<file path="src/rtl/ih_weight_fetcher.sv">
// ih_weight_fetcher: streams a row-major weight matrix from a 1-cycle-latency memory through a 2-entry FIFO
module ih_weight_fetcher #(
    parameter int DATA_WIDTH = 16,
    parameter int ADDR_WIDTH = 10,
    parameter int READ_BURST = 1,
    parameter int NUM_ROWS   = 100,
    parameter int ROW_LEN    = 6,
    parameter int BASE_ADDR  = 0,
    localparam int BW = DATA_WIDTH * READ_BURST,
    localparam int RW = NUM_ROWS > 1 ? $clog2(NUM_ROWS) : 1,
    localparam int CW = ROW_LEN > 1 ? $clog2(ROW_LEN) : 1
) (
    input  logic                  clk,
    input  logic                  rst_n,
    input  logic                  start,
    input  logic                  abort,
    output logic                  busy,
    output logic                  done,
    output logic                  mem_read_enable,
    output logic [ADDR_WIDTH-1:0] mem_input_Pointer,
    input  logic [BW-1:0]         mem_input_element,
    output logic [BW-1:0]         out_data,
    output logic                  out_valid,
    input  logic                  out_ready,
    output logic [RW-1:0]         out_row,
    output logic [CW-1:0]         out_col,
    output logic                  out_last_col,
    output logic                  out_last
);
    typedef enum logic [1:0] {IDLE, FETCH, DRAIN} state_t;
    state_t          state;
    logic [RW-1:0]   rd_row, inf_row;
    logic [CW-1:0]   rd_col, inf_col;
    logic            inf, inf_lc, inf_l;
    logic [BW-1:0]   f_data [2];
    logic [RW-1:0]   f_row [2];
    logic [CW-1:0]   f_col [2];
    logic            f_lc [2], f_l [2];
    logic            wp, rp;
    logic [1:0]      cnt;
    logic            pop, push, issue_lc, issue_l;
    assign pop = out_valid & out_ready;
    assign push = inf;
    assign issue_lc = rd_col == CW'(ROW_LEN - READ_BURST);
    assign issue_l = issue_lc && rd_row == RW'(NUM_ROWS - 1);
    assign busy = state != IDLE;
    // Reads in flight plus buffered beats never exceed the FIFO depth, so no beat can be dropped.
    assign mem_read_enable = state == FETCH && !abort && ({1'b0, cnt} + {2'b0, inf} - {2'b0, pop}) < 3'd2;
    assign out_valid = cnt != 2'd0;
    assign out_data = f_data[rp];
    assign out_row = f_row[rp];
    assign out_col = f_col[rp];
    assign out_last_col = f_lc[rp];
    assign out_last = f_l[rp];
    always_ff @(posedge clk or negedge rst_n) begin
        if (!rst_n) begin
            state <= IDLE;
            done <= 1'b0;
            mem_input_Pointer <= ADDR_WIDTH'(BASE_ADDR);
            rd_row <= '0;
            rd_col <= '0;
            inf <= 1'b0;
            inf_row <= '0;
            inf_col <= '0;
            inf_lc <= 1'b0;
            inf_l <= 1'b0;
            wp <= 1'b0;
            rp <= 1'b0;
            cnt <= 2'd0;
            for (int i = 0; i < 2; i++) begin
                f_data[i] <= '0;
                f_row[i] <= '0;
                f_col[i] <= '0;
                f_lc[i] <= 1'b0;
                f_l[i] <= 1'b0;
            end
        end else begin
            done <= 1'b0;
            if (abort) begin
                state <= IDLE;
                inf <= 1'b0;
                wp <= 1'b0;
                rp <= 1'b0;
                cnt <= 2'd0;
            end else begin
                inf <= mem_read_enable;
                if (mem_read_enable) begin
                    inf_row <= rd_row;
                    inf_col <= rd_col;
                    inf_lc <= issue_lc;
                    inf_l <= issue_l;
                    mem_input_Pointer <= mem_input_Pointer + ADDR_WIDTH'(READ_BURST);
                    rd_col <= issue_lc ? '0 : rd_col + CW'(READ_BURST);
                    rd_row <= issue_lc ? rd_row + RW'(1) : rd_row;
                end
                if (push) begin
                    f_data[wp] <= mem_input_element;
                    f_row[wp] <= inf_row;
                    f_col[wp] <= inf_col;
                    f_lc[wp] <= inf_lc;
                    f_l[wp] <= inf_l;
                    wp <= ~wp;
                end
                if (pop)
                    rp <= ~rp;
                cnt <= cnt + 2'(push) - 2'(pop);
                if (state == IDLE && start) begin
                    state <= FETCH;
                    mem_input_Pointer <= ADDR_WIDTH'(BASE_ADDR);
                    rd_row <= '0;
                    rd_col <= '0;
                end else if (state == FETCH && mem_read_enable && issue_l) begin
                    state <= DRAIN;
                end else if (state == DRAIN && !inf && cnt == 2'(pop)) begin
                    state <= IDLE;
                    done <= 1'b1;
                end
            end
        end
    end
endmodule

</file>
<file path="config.mk">
export PLATFORM = sky130hd
export DESIGN_NAME = ih_weight_fetcher
export DESIGN_NICKNAME = d
export VERILOG_FILES = /design/src/rtl/ih_weight_fetcher.sv
export SDC_FILE = /design/constraint.sdc
export NUM_CORES = 1
export LEC_CHECK = 0
export ABC_AREA = 1
export BUFFER_PORTS_ARGS = -buffer_cell sky130_fd_sc_hd__buf_2
export CORE_ASPECT_RATIO = 1.75
export CORE_MARGIN = 3
export CORE_UTILIZATION = 35
export DETAILED_ROUTE_END_ITERATION = 12
export HOLD_SLACK_MARGIN = 0.12
export MAX_ROUTING_LAYER = met4
export SYNTH_ARGS = -nofsm -noshare
export SYNTH_HDL_FRONTEND = slang
export SYNTH_SLANG_ARGS = --single-unit
</file>
<file path="constraint.sdc">
create_clock -name clk -period 3.93 [get_ports clk]
set_clock_uncertainty 0.2 [all_clocks]
set_input_delay 0.786 -clock clk [delete_from_list [all_inputs] [get_ports clk]]
set_output_delay 0.786 -clock clk [all_outputs]
set_load 0.05 [all_outputs]
</file>
==> results.yml, run 1 <==
run_status:
  status: "finished clean"
clock_tree:
  clk_latency_ns: 0.34
  cts_max_level: 3
  clkSinkCount: 96
  cts_tree: "done"
  cts_setup_buffers: 0
  clk_pin_slew_ns: 0.07
  cts.path.max_buffers: 2
  cts_buffers: 9
  hold_buffers: 0
  cts_resized: 0
  cts_root_buf: "clkbuf_16"
setup_path:
  cp_cell_sequence: "inv_1 -> nand2_1 -> nand2_1 -> inv_1 -> ha_1 -> inv_1 -> ha_1 -> inv_1 -> fa_1 -> nand2_1 -> nor2_8 -> nand2_8 -> inv_4 -> buf_2"
  worstPathArrival_ns: 2.77
  path_max_fanout: 4
  required_ns: 2.94
  startpoint_type: "register"
  critPathTopFamily: "adder cells"
  critPathKind: "register to output port"
  cp_num_buf_inv: 6
  slowest_stage: "fa_1"
  crit_top_cell: "inv_1"
  endpoint: "mem_read_enable"
  worstSetupStartpoint: "cnt[1]"
  path_depth: 14
  cp_slowest_stage_delay_ns: 0.50
  worstReg2RegEnd: "state[0]"
  setup.worst_path.end_class: "output port"
  ff2ff_setup_slack_ns: 0.88
  ff2ff_path_depth: 17
  r2r_start: "cnt[1]"
floorplan:
  io_pins: 63
  core-area_um2: 12500
  die_h_um: 155
  die_area_um2: 14200
  initial_core_util_pct: 35.7
  rows: 54
  die_w_um: 91.3
layout:
  antenna_cells: 0
  layout_commonest_cell: "nand2_1"
  drive_above_1_share_pct: 18.0
  most-common-layout-cells: "nand2_1 (204), dfrtp_1 (96), o21ai_0 (65)"
  num-nets-final: 616
  syn_to_final_growth_pct: 16.8
drt:
  avgViaCountPerCell: 4.59
  drc: 0
  met1Wirelength_um: 3870
  wl_per_cell_um: 12.1
  dr.max_layer_used: "met4"
  firstDrtPassIters: 4
  finalWirelength_um: 9220
  vias: 3504
  dr_wl_met3_um: 281
  wl_met2_um: 4900
  drt-initial-drc-count: 160
  drtAntennaViolNets: 0
global_routing:
  grt_pass1_vias: 3405
  grt_max_degree: 58
  antenna_found_initial: 0
  grt_pass1_wl_um: 16000
  overflow: 0
  grtUsageTotal_pct: 14.3
sta:
  finalMaxSlewViolations: 0
  period_minus_slack_ns: 3.75
  tns_ns: 0
  hold_viol: 0
  tightest_slew_ns: 0.511
  rsz0062_at_grt: "no"
  max_freq_ghz: 0.266
  slew_headroom_pct: 65.9
  hold_slack_ns: 0.189
  report.final.setup_viol: 0
  finalCritPeriodShare_pct: 95.5
pwr:
  p_leak_nw: 2.74
  power.density_nw_per_um2: 678
  max-vdd-ir-drop_mv: 0.288
synthesis:
  yosysTopAreaCell: "dfrtp_1"
  synth.top_cells.by_area: "dfrtp_1 (54%), nand2_1 (17%), o21ai_0 (7.3%), inv_1 (4.5%), nand3_1 (1.8%)"
  synth_top_area_share_pct: 53.9
  synth_cells: 530
  yosys_register_bits: 96
  synth.distinct_cells: 31
  synth-seq-area-share_pct: 53.9
  postSynthAreaPerCell_um2: 8.42
  syn_area_um2: 4460
  synth_nets: 556
  yosysWarnings: 0
min_path:
  hold_class: "primary input to async pin"
flow_run:
  cap_violations: 0
place:
  dp.final_hpwl_um: 6400
  place_congestion: 0.778
  io_buffers: 62
-- synth_stat cells --
library cell,number
ha_1,4
inv_2,2
o21ai_0,65
buf_2,6
fa_1,1
a21oi_1,4
or2_2,2
dfrtp_1,96
nand3_1,16
xor2_1,3
nand3_2,1
nor2_8,3
inv_1,54
nor3_1,1
nor3b_1,1
clkbuf_1,9
nand4_1,5
nor2_1,18
nand2_8,2
nand4_4,1
nand3b_1,3
a21oi_2,3
o21ai_1,14
nand2_1,204
buf_6,1
o21ai_2,1
nand2_4,2
buf_4,4
inv_4,2
bufinv_8,1
buf_12,1
-- layout make-up --
class                           count  area, um2
Fill cell                        1274       7290
Sequential cell                    96       2400
Multi-Input combinational cell    354       1700
Timing Repair Buffer               70        373
Inverter                           59        240
Clock buffer                       10        239
Tap cell                          168        210
Clock inverter                      6       48.8
-- logic make-up after synthesis --
logic type	count (synthesis)	share of synthesized area [%]
fa+ha+maj	5	1.57
buf+inv	80	8.19
simple gates	259	25.7
flops	96	53.9
xor+xnor	3	0.589
compound gates	87	10.1
-- routing by layer --
| metal | global-route usage (%) | vias to the layer above |
|---|---|---|
| met5 | - | - |
| li1 | - | 1775 |
| met4 | 5.18 | 0 |
| met2 | 25.5 | 58 |
| met3 | 2.47 | 10 |
| met1 | 15.8 | 1661 |
-- worst register-to-register path, delay by kind of cell (launching register included) --
kind | cells | cell delay, ns
adder cells (fa/ha/maj) | 3 | 0.90
buffers and inverters | 5 | 0.48
AND/OR/NAND/NOR | 9 | 0.92
flip-flops | 1 | 0.42
-- flip-flops by register name, summed over array words and instances (netlist names), 3 cells and up --
| signal | cells |
|---|---|
| mem_input_Pointer | 10 |
| f_col | 6 |
| inf_col | 3 |
| rd_row | 7 |
| f_row | 14 |
| inf_row | 7 |
| rd_col | 3 |
| f_data | 32 |
-- worst min path at each step --
stage | startpoint | to | cells after the start
finish | rst_n | f_data[15] | 1
floorplan | f_col[1] | f_col[1] | 2
detailed placement | f_row[5] | f_row[5] | 2
global route | rst_n | f_data[15] | 1
global placement | f_row[13] | f_row[13] | 2
CTS | rst_n | f_data[2] | 1
-- per-stage QoR --
| step | power (mW) | cells | utilization [%] | worst slack (ns) | area, um2 |
|---|---|---|---|---|---|
| floorplan | 2.41 | 530 | - | 0.297 | 4460 |
| finish | 3.53 | 763 | 41.7 | 0.177 | 5210 |
| detailed placement | 2.73 | 747 | 39.4 | 0.218 | 4920 |
| global route | 3.76 | 763 | 41.7 | 0.00626 | 5210 |
| global placement | 2.69 | 747 | 39.4 | 0.216 | 4920 |
| CTS | 3.58 | 763 | 41.7 | 0.138 | 5210 |
-- where the power goes --
part	switching, mW	total [mW]	internal [mW]
Clock	0.382	0.837	0.454
Sequential	0.149	1.39	1.25
Combinational	0.973	1.30	0.329
(Power assumes the default switching activity.)
==> inputs of run 2 (changes only) <==
--- a/config.mk
+++ b/config.mk
@@ -5,7 +5,7 @@
 export SDC_FILE = /design/constraint.sdc
 export NUM_CORES = 1
 export LEC_CHECK = 0
-export ABC_AREA = 1
+export ABC_AREA = 0
 export BUFFER_PORTS_ARGS = -buffer_cell sky130_fd_sc_hd__buf_2
 export CORE_ASPECT_RATIO = 1.75
 export CORE_MARGIN = 3
==> run 2 against run 1 <==
Against the previous run:
- critical path depth fell by 3
- highest routed layer unchanged
- die area shrank 3.5%
- wire length shrank 7.0%
- register-to-register slack worse by 0.32 ns
- critical path type unchanged
==> results.yml, run 2 <==
run_status:
  status: "finished clean"
synthesis:
  yosysTopAreaCell: "dfrtp_1"
  synth_common_cells: "dfrtp_1 (96), mux2_2 (84), nand2_1 (44)"
  synth_cells: 339
  synth_edf_count: 0
  synth.most_common_cell: "dfrtp_1"
  yosysWarnings: 0
  synth.top_cells.by_area: "dfrtp_1 (56%), mux2_2 (22%), nand2_1 (3.8%), nand3_1 (2.3%), xor2_1 (1.2%)"
  synth_nets: 365
  postSynthAreaPerCell_um2: 12.7
  synth-seq-area-share_pct: 55.9
  synth_top_area_share_pct: 55.9
  synth.distinct_cells: 39
  syn_area_um2: 4300
  synth_top_flop_cell: "dfrtp_1"
  synthArstFlopShare_pct: 100
  yosys_register_bits: 96
floorplan:
  initial_core_util_pct: 36.5
  io_pins: 63
  die_area_um2: 13700
  die_h_um: 153
  core-area_um2: 11800
  die_w_um: 89.8
  rows: 52
clock_tree:
  cts_buffers: 9
  hold_buffers: 0
  cts.path.max_buffers: 2
  clk_latency_ns: 0.34
  cts_tree: "done"
  clk_pin_slew_ns: 0.07
  cts_max_level: 3
  clkSinkCount: 96
  cts_root_buf: "clkbuf_16"
place:
  io_buffers: 62
  place_congestion: 0.791
  dp.final_hpwl_um: 5890
sta:
  finalCritPeriodShare_pct: 95.1
  tightest_slew_ns: 0.833
  period_minus_slack_ns: 3.74
  hold_viol: 0
  tns_ns: 0
  slew_headroom_pct: 44.4
  report.final.setup_viol: 0
  finalMaxSlewViolations: 0
  rsz0062_at_grt: "no"
  max_freq_ghz: 0.267
pwr:
  max-vdd-ir-drop_mv: 0.397
  power.density_nw_per_um2: 689
  clock_power_share_pct: 23.3
  p_total_mw: 3.52
  p_leak_nw: 2.59
  p_int_mw: 2.15
  switching_share_pct: 38.8
  comb_power_share_pct: 39.0
  power.switching_mw: 1.36
  pwr-share-seq_pct: 37.7
setup_path:
  worstPathArrival_ns: 2.75
  startpoint_type: "register"
  setup.worst_path.end_class: "output port"
  path_max_fanout: 3
  critPathKind: "register to output port"
  required_ns: 2.94
drt:
  wl_met2_um: 4600
  drt-initial-drc-count: 66
  dr.max_layer_used: "met4"
  drc: 0
  met1Wirelength_um: 3540
  firstDrtPassIters: 4
  vias: 2808
  finalWirelength_um: 8580
  avgViaCountPerCell: 4.88
  drtAntennaViolNets: 0
  dr_wl_met3_um: 306
  wl_per_cell_um: 14.9
layout:
  syn_to_final_growth_pct: 18.7
  multi_input_area_um2: 1800
  fill_cells: 1128
  layout_commonest_cell: "dfrtp_1"
  antenna_cells: 0
  drive_above_1_share_pct: 44.6
  largest_registers: "f_data: 32 flops, f_row: 14 flops, mem_input_Pointer: 10 flops"
  most-common-layout-cells: "dfrtp_1 (95), mux2_2 (84), buf_2 (60)"
  largest_reg_flops: 32
  regMostFlops: "f_data"
  ff_latch_area_um2: 2400
  num-nets-final: 434
min_path:
  hold_class: "primary input to async pin"
global_routing:
  grt_pass1_vias: 2999
  antenna_found_initial: 0
  grtUsageTotal_pct: 13.7
  grt_pass1_wl_um: 14800
  grt_max_degree: 57
  overflow: 0
flow_run:
  cap_violations: 0
-- run 2: logic make-up (layout without fill, tap and decap cells) --
kind of cell	Yosys count	count (layout)	synth area share [%]
xor gates and xnor gates	9	9	2.27
DFF	96	96	55.9
AOI/OAI and AO/OA	19	19	2.68
adders and majority gates	5	5	1.63
muxes	84	84	22.0
and+or+nand+nor	106	106	13.2
buffers and inverters	20	94	2.36
-- run 2: final timing paths --
check | start | endpoint | slack (ns) | cells past startpoint
hold reg to reg | inf_row[5] | inf_row[5] | 0.29 | 2
max in group asynchronous | rst_n | cnt[1] | 2.48 | 2
setup / recovery | cnt[1] | mem_read_enable | 0.19 | 11
hold / removal | rst_n | f_data[6] | 0.29 | 1
min in group clk | inf_row[5] | inf_row[5] | 0.29 | 2
setup reg to reg | cnt[1] | rd_row[4] | 0.56 | 12
-- run 2: final cells by class --
cell class,instances,share of cell area [%]
repair buffers,71,7.58
clock inverters,6,0.834
flip-flops and latches,96,47.1
multi-input cells,223,35.3
well taps,162,3.97
clock buffers,10,4.69
inverters,7,0.515
-- run 2: critical path, cell delays in order, from the launching register on --
cell	delay (ns)
dfrtp_2	0.42
or2_2	0.28
and2_1	0.18
ha_1	0.27
inv_1	0.07
ha_1	0.14
inv_1	0.05
fa_1	0.50
and4bb_1	0.23
nand2_2	0.07
inv_2	0.06
buf_6	0.15
-- run 2: stage by stage --
| stage | setup slack [ns] | util, % | instance area (um2) | std cells | hold WS [ns] |
|---|---|---|---|---|---|
| floorplan | 0.0805 | - | 4300 | 339 | 0.258 |
| global placement | 0.279 | 40.8 | 4800 | 558 | 0.277 |
| detailed placement | 0.262 | 40.8 | 4800 | 558 | 0.282 |
| CTS | 0.00217 | 43.2 | 5090 | 574 | 0.299 |
| global route | 0.0325 | 43.3 | 5100 | 575 | 0.312 |
| finish | 0.191 | 43.3 | 5100 | 575 | 0.293 |
-- run 2: what timing repair did --
item                       4_1_cts  5_1_grt
resized for setup                1        3
setup buffers                    0        1
pin swaps                        0        0
setup endpoints to repair        1        1
gates cloned                     0        0
-- run 2: metal layers --
layer | vias to the layer above | global-route usage (%)
met2 | 48 | 24.0
met1 | 1413 | 15.3
met3 | 8 | 2.67
li1 | 1339 | -
met5 | - | -
met4 | 0 | 5.04
-- run 2: power by group through the flow --
stage | logic [mW] | clock network (mW) | registers (mW)
5_1_grt | 1.47 | 0.883 | 1.36
4_1_cts | 1.38 | 0.849 | 1.34
6_report | 1.37 | 0.819 | 1.33
2_1_floorplan | 1.07 | 0 | 1.34
3_5_place_dp | 1.37 | 0 | 1.36
3_3_place_gp | 1.35 | 0 | 1.34
